**src/rtl/pbch_ram_if.sv**
```systemverilog
// Bundle between the PBCH sample-RAM sequencer, the FFT writer, the downstream
// reader and the single-port RAM macro.
interface pbch_ram_if #(
    parameter int RAM_WIDTH  = 32,
    parameter int ADDR_WIDTH = 10
);
    logic                         sym_start;
    logic                         wr_valid;
    logic signed [RAM_WIDTH-1:0]  wr_data;
    logic                         wr_ready;
    logic                         rd_req;
    logic        [ADDR_WIDTH-1:0] rd_addr;
    logic                         rd_ready;
    logic                         rd_release;
    logic                         rd_valid;
    logic signed [RAM_WIDTH-1:0]  rd_data;
    logic                         rd_err;
    logic                         buf_full;
    logic        [ADDR_WIDTH-1:0] ram_addr;
    logic signed [RAM_WIDTH-1:0]  ram_din;
    logic                         ram_wre;
    logic signed [RAM_WIDTH-1:0]  ram_dout;

    // Controller side.
    modport slave (
        input  sym_start, wr_valid, wr_data, rd_req, rd_addr, rd_release, ram_dout,
        output wr_ready, rd_ready, rd_valid, rd_data, rd_err, buf_full,
               ram_addr, ram_din, ram_wre
    );

    // Environment side: FFT writer, consumer and RAM.
    modport master (
        output sym_start, wr_valid, wr_data, rd_req, rd_addr, rd_release, ram_dout,
        input  wr_ready, rd_ready, rd_valid, rd_data, rd_err, buf_full,
               ram_addr, ram_din, ram_wre
    );
endinterface

```
**src/rtl/pbch_ram_ctrl.sv**
```systemverilog
// Sequencer for the single-port post-FFT sample RAM: sequential fill from the
// FFT stream, then random-address reads by the consumer until it releases the buffer.
module pbch_ram_ctrl #(
    parameter int RAM_WIDTH  = 32,
    parameter int RAM_DEPTH  = 240,
    parameter int ADDR_WIDTH = 10
) (
    input  logic      clk,
    input  logic      rst,
    pbch_ram_if.slave bus
);
    localparam logic [1:0] IDLE = 2'd0;
    localparam logic [1:0] FILL = 2'd1;
    localparam logic [1:0] READ = 2'd2;

    localparam logic [ADDR_WIDTH-1:0] LAST_ADDR = ADDR_WIDTH'(RAM_DEPTH - 1);
    localparam logic [ADDR_WIDTH:0]   DEPTH_EXT = (ADDR_WIDTH + 1)'(RAM_DEPTH);

    logic [1:0]            state;
    logic [ADDR_WIDTH-1:0] wr_cnt;
    logic                  wr_hs;
    logic                  rd_hs;
    logic                  rd_in_range;
    logic                  vld_p1;
    logic                  err_p1;
    logic                  full_q;

    // Stage 0: handshakes and RAM port drive, combinational from state and inputs
    always_comb begin
        wr_hs       = bus.wr_valid && (state == FILL);
        rd_hs       = bus.rd_req && (state == READ);
        rd_in_range = {1'b0, bus.rd_addr} < DEPTH_EXT;

        bus.wr_ready = (state == FILL);
        bus.rd_ready = (state == READ);
        bus.ram_wre  = wr_hs;
        bus.ram_addr = '0;
        bus.ram_din  = '0;
        if (wr_hs) begin
            bus.ram_addr = wr_cnt;
            bus.ram_din  = bus.wr_data;
        end else if (rd_hs && rd_in_range) begin
            // Out-of-range reads park the address at 0 and are flagged instead.
            bus.ram_addr = bus.rd_addr;
        end
    end

    // Stage 1: read response, aligned with the RAM's registered dout
    always_ff @(posedge clk) begin
        if (!rst) begin
            state  <= IDLE;
            wr_cnt <= '0;
            full_q <= 1'b0;
            vld_p1 <= 1'b0;
            err_p1 <= 1'b0;
        end else begin
            vld_p1 <= rd_hs;
            err_p1 <= rd_hs && !rd_in_range;
            case (state)
                IDLE: begin
                    if (bus.sym_start) begin
                        state  <= FILL;
                        wr_cnt <= '0;
                    end
                end
                FILL: begin
                    // A restart discards the partial symbol; a write in the same
                    // cycle still lands at the old count but is not counted.
                    if (bus.sym_start) begin
                        wr_cnt <= '0;
                    end else if (wr_hs) begin
                        if (wr_cnt == LAST_ADDR) begin
                            state  <= READ;
                            wr_cnt <= '0;
                            full_q <= 1'b1;
                        end else begin
                            wr_cnt <= wr_cnt + ADDR_WIDTH'(1);
                        end
                    end
                end
                READ: begin
                    if (bus.rd_release) begin
                        state  <= IDLE;
                        full_q <= 1'b0;
                    end
                end
                default: begin
                    state  <= IDLE;
                    wr_cnt <= '0;
                    full_q <= 1'b0;
                end
            endcase
        end
    end

    assign bus.rd_valid = vld_p1;
    assign bus.rd_err   = err_p1;
    assign bus.buf_full = full_q;
    assign bus.rd_data  = (vld_p1 && !err_p1) ? bus.ram_dout : '0;
endmodule

```
**src/flat_wrapper.sv**
```systemverilog
// flat-port wrapper written by rule: the top's interface ports become plain ports
module pbch_ram_ctrl_flat 
#(
    parameter int RAM_WIDTH  = 32,
    parameter int RAM_DEPTH  = 240,
    parameter int ADDR_WIDTH = 10
)
  (clk, rst, bus_sym_start, bus_wr_valid, bus_wr_data, bus_rd_req, bus_rd_addr, bus_rd_release, bus_ram_dout, bus_wr_ready, bus_rd_ready, bus_rd_valid, bus_rd_data, bus_rd_err, bus_buf_full, bus_ram_addr, bus_ram_din, bus_ram_wre);
  pbch_ram_if #(.RAM_WIDTH(RAM_WIDTH), .ADDR_WIDTH(ADDR_WIDTH)) bus_i ();
  input  logic clk;
  input  logic rst;
  input wire logic [$bits(bus_i.sym_start)-1:0] bus_sym_start;
  input wire logic [$bits(bus_i.wr_valid)-1:0] bus_wr_valid;
  input wire logic [$bits(bus_i.wr_data)-1:0] bus_wr_data;
  input wire logic [$bits(bus_i.rd_req)-1:0] bus_rd_req;
  input wire logic [$bits(bus_i.rd_addr)-1:0] bus_rd_addr;
  input wire logic [$bits(bus_i.rd_release)-1:0] bus_rd_release;
  input wire logic [$bits(bus_i.ram_dout)-1:0] bus_ram_dout;
  output wire logic [$bits(bus_i.wr_ready)-1:0] bus_wr_ready;
  output wire logic [$bits(bus_i.rd_ready)-1:0] bus_rd_ready;
  output wire logic [$bits(bus_i.rd_valid)-1:0] bus_rd_valid;
  output wire logic [$bits(bus_i.rd_data)-1:0] bus_rd_data;
  output wire logic [$bits(bus_i.rd_err)-1:0] bus_rd_err;
  output wire logic [$bits(bus_i.buf_full)-1:0] bus_buf_full;
  output wire logic [$bits(bus_i.ram_addr)-1:0] bus_ram_addr;
  output wire logic [$bits(bus_i.ram_din)-1:0] bus_ram_din;
  output wire logic [$bits(bus_i.ram_wre)-1:0] bus_ram_wre;
  assign bus_i.sym_start = bus_sym_start;
  assign bus_i.wr_valid = bus_wr_valid;
  assign bus_i.wr_data = bus_wr_data;
  assign bus_i.rd_req = bus_rd_req;
  assign bus_i.rd_addr = bus_rd_addr;
  assign bus_i.rd_release = bus_rd_release;
  assign bus_i.ram_dout = bus_ram_dout;
  assign bus_wr_ready = bus_i.wr_ready;
  assign bus_rd_ready = bus_i.rd_ready;
  assign bus_rd_valid = bus_i.rd_valid;
  assign bus_rd_data = bus_i.rd_data;
  assign bus_rd_err = bus_i.rd_err;
  assign bus_buf_full = bus_i.buf_full;
  assign bus_ram_addr = bus_i.ram_addr;
  assign bus_ram_din = bus_i.ram_din;
  assign bus_ram_wre = bus_i.ram_wre;
  pbch_ram_ctrl #(.RAM_WIDTH(RAM_WIDTH), .RAM_DEPTH(RAM_DEPTH), .ADDR_WIDTH(ADDR_WIDTH)) u_core (.clk(clk), .rst(rst), .bus(bus_i));
endmodule
```
**config.mk**
```make
export PLATFORM = sky130hd
export DESIGN_NAME = pbch_ram_ctrl_flat
export DESIGN_NICKNAME = d
export VERILOG_FILES = /design/src/rtl/pbch_ram_if.sv /design/src/rtl/pbch_ram_ctrl.sv /design/src/flat_wrapper.sv
export SDC_FILE = /design/constraint.sdc
export NUM_CORES = 1
export LEC_CHECK = 0
export ABC_AREA = 0
export CORE_AREA = 4 4 76 78
export CTS_BUF_LIST = sky130_fd_sc_hd__clkbuf_16
export CTS_CLUSTER_DIAMETER = 30
export DETAILED_ROUTE_END_ITERATION = 6
export DIE_AREA = 0 0 80 82
export GPL_TIMING_DRIVEN = 0
export PLACE_DENSITY = 0.79
export SLEW_MARGIN = 10
export SYNTH_ARGS = -nofsm -noshare
export SYNTH_HDL_FRONTEND = slang
export SYNTH_SLANG_ARGS = --single-unit
```
**constraint.sdc**
```tcl
create_clock -name clk -period 1.6 [get_ports clk]
set_input_delay 0.32 -clock clk [delete_from_list [all_inputs] [get_ports clk]]
set_output_delay 0.32 -clock clk [all_outputs]
set_load 0.03 [all_outputs]
```
==> summary.md <==
| Metric | Value |
|---|---|
| Outcome | `complete, but fails checks` |
| Failing checks | `negative setup slack` |
| DP HPWL | `5.15 mm` |
| PwrDens | `376 nW/um2` |
| Critical Path Max Stage Delay | `0.35 ns` |
| Final GP Congestion | `0.808` |
| Met2 usage | `0.363` |
| CP Capture Type | `primary output` |
| Post-Synthesis Mean Instance Area | `7.86 um2` |
| Die Y | `82 um` |
| R2R Setup Slk | `0.11 ns` |
| Clock-pin slew on the worst setup and hold paths | `0.05 ns` |
| Initial antenna violation count | `0` |
| Num rows | `26` |
| Max FO, Critical Path | `6` |
| Worst vdd ir | `0.276 mV` |
| Cts bufs inserted | `3` |
| Fill count | `360` |
| RSZ-0062 raised after global routing | `yes` |
| Commonest non-fill, non-tap cell in the layout | `buf_6` |
| Syn. warnings | `0` |
| Share of cells above drive strength 1 | `0.537` |
| Final setup fails | `57` |
| Min-Delay Endpoint | `u_core.bus.rd_err` |
| Slew Viols, Final | `0` |
| # H-tree levels | `1` |
| DP Area | `3040 um2` |
| Rel. slew slack | `0.742` |
| First drt pass iteration count | `4` |
| Initial Util | `0.262` |
| Routed vias/inst | `4.70` |
| Worst-case reg-to-reg path depth | `5` |
| Met3 Resource Use GR | `0.0570` |
| Vias | `1991` |
| Hold Vio Cnt, Final | `0` |
| Finished Cell Area | `3740 um2` |
| Final global-route overflow total | `0` |
| I/O pins | `160` |
| Post-synth cell types | `38` |
| Antenna Nets Post-Route | `0` |
| Vias in the first global route | `1771` |
| DRC Markers | `0` |
| First-pass GRT wire length | `9.32 mm` |
| Multi-input logic area | `1260 um2` |
| CTS root buffer | `clkbuf_16` |
| GRT Max-Usage Layer | `met2` |
| Most used cell, CP | `buf_6` |
| Layout net count | `436` |
| Largest net degree at the start of global routing | `11` |
| Input/output buffers | `159` |
| Synthesized Nets | `250` |
| Area Growth Syn to Fin | `181%` |
| Worst hold slack | `0.403 ns` |
| Clk_skew | `0.00145 ns` |
| DIE WIDTH | `80 um` |
| Minimum clock period | `1.84 ns` |
| Synth Register Bits | `15` |
| Setup ws final | `-0.242 ns` |
| Period utilization | `1.15` |
| Max cap viols | `0` |
| Placeable Area | `5070 um2` |
| Critical Path AT | `1.52 ns` |
| CTS Hold Bufs | `0` |
| Actual slew at the worst max-slew pin | `0.386 ns` |
| Hold path start | `bus_rd_addr[9]` |
| Crit-path leading delay family | `simple AND/OR/NAND/NOR gates` |
| Crit Reg-Reg Startpoint | `u_core.wr_cnt[0]` |
| Worst Setup Path Type | `register to primary output` |
| Hold Path Stages | `2` |
| CTS max path bufs | `2` |
| Per-cell routed wire length | `17.8 um` |
| Full die area | `6560 um2` |
| Startpoint class of the critical path | `register` |
| Routed wire length | `7.57 mm` |
| CP max-delay cell | `dfxtp_4` |
| Clk sink count | `15` |
| Most frequent cells in the layout | `82 x buf_6, 72 x clkdlybuf4s50_1, 25 x and2_4` |
| DR iter-0 viols | `30` |
| Syn Std Cell Area | `1330 um2` |
| CTS tree | `yes` |
| Pleak | `0.00170 uW` |
| Worst path buffer plus inverter count | `2` |
| Cells along the critical path | `and2b_4 -> and2_4 -> buf_6 -> a22o_2 -> buf_6` |
| R2r endpoint | `u_core.wr_cnt[2]` |
| GRT Total Usage | `0.182` |
| Diode count | `0` |
| Required time of the critical path | `1.28 ns` |
| M1 GR Usage | `0.184` |
| Cell count after synthesis | `169` |
| Fmax | `543 MHz` |
| Later-pin clock latency in the skew report | `0.25 ns` |
| Seq/Total Area, Yosys | `0.226` |
| Register area | `309 um2` |
| HP Class | `input port to register` |
[area by class of cell]
class,count,share of cell area
multi-input combinational,142,0.338
inverter,1,0.00100
timing repair buffer,181,0.502
sequential,15,0.0827
clock buffer,3,0.0201
buffer,11,0.0318
tap,70,0.0234
clock inverter,1,0.00100
[metal layers]
metal  routed length (um)  vias to the layer above  part of all wire
met2                 4200                       82              0.56
met3                  606                       17             0.080
met1                 2540                      918              0.34
met4                  216                        0             0.029
li1                     -                      974                 -
met5                    0                        -                 0
[metrics by stage]
stage               setup slack (ns)  TNS [ns]  power, uW  utilization  cells
finish                        -0.242     -7.24       1410        0.737    424
global route                  -0.303    -10.08       1450        0.737    424
CTS                           -0.284     -6.32       1340        0.636    411
detailed placement             -1.10    -55.09        811        0.600    398
global placement               -1.09    -54.78        806        0.600    398
floorplan                    -0.0677    -0.474        536            -    169
[registers in the layout (all words and copies together) (netlist names)]
signal,flops
u_core.wr_cnt,10
u_core.state,2
u_core.bus.buf_full,1
u_core.bus.rd_err,1
u_core.bus.rd_valid,1
[how the worst max path moves through the flow]
stage / startpoint / to / cells after the start
3_5_place_dp: bus_rd_addr[5] / bus_ram_addr[7] / 5
6_report: u_core.state[1] / bus_ram_addr[7] / 5
2_1_floorplan: u_core.state[0] / bus_ram_addr[0] / 4
3_3_place_gp: bus_rd_addr[5] / bus_ram_addr[7] / 5
4_1_cts: u_core.state[0] / bus_ram_addr[0] / 6
5_1_grt: u_core.state[0] / bus_ram_addr[1] / 6
[power breakdown]
part	total (uW)	switching [uW]	internal (uW)
sequential	383	6.16	377
combinational	536	211	325
clock	488	157	331
total	1410	373	1030
[cells in the mapped netlist]
master	count	share of area
inv_1	1	0.0028
and3_1	37	0.17
o21ai_0	1	0.0038
nor2_2	1	0.0047
dfxtp_1	15	0.23
a21boi_0	1	0.0057
nor2_1	9	0.025
ha_1	1	0.0094
nor2b_1	1	0.0047
nand3b_4	1	0.015
and4_1	1	0.0066
and2_1	34	0.16
or3b_1	1	0.0066
o31a_1	1	0.0066
a21oi_1	6	0.023
and2b_1	1	0.0057
nand2b_1	2	0.0094
buf_2	1	0.0038
xnor2_1	9	0.059
a31oi_2	1	0.0094
buf_4	1	0.0057
o21ai_1	1	0.0038
a21boi_1	2	0.011
nand3_1	3	0.011
and2b_4	1	0.0075
nor3_1	1	0.0038
clkbuf_2	1	0.0038
o21ai_4	1	0.012
nand4b_1	1	0.0066
o211ai_2	1	0.0094
a22o_1	8	0.053
a2111oi_4	1	0.021
nor3b_1	1	0.0057
nand4_1	3	0.014
clkbuf_1	9	0.025
a211oi_1	2	0.011
nand2_1	6	0.017
nor4_4	1	0.016
[logic make-up after synthesis]
family,share of synthesized area
compound gates,0.169
xor+xnor,0.0593
fa+ha+maj,0.00941
buf+inv,0.0414
flops,0.226
simple gates,0.494
[timing repair]
| action | CTS | global route |
|---|---|---|
| pin swaps | 6 | 35 |
| gates cloned | 1 | 6 |
| resized for setup | 521 | 138 |
| endpoints found under the setup margin | 82 | 82 |
| buffers inserted | 8 | 8 |
Note: power is estimated with default switching activity, not from simulation.
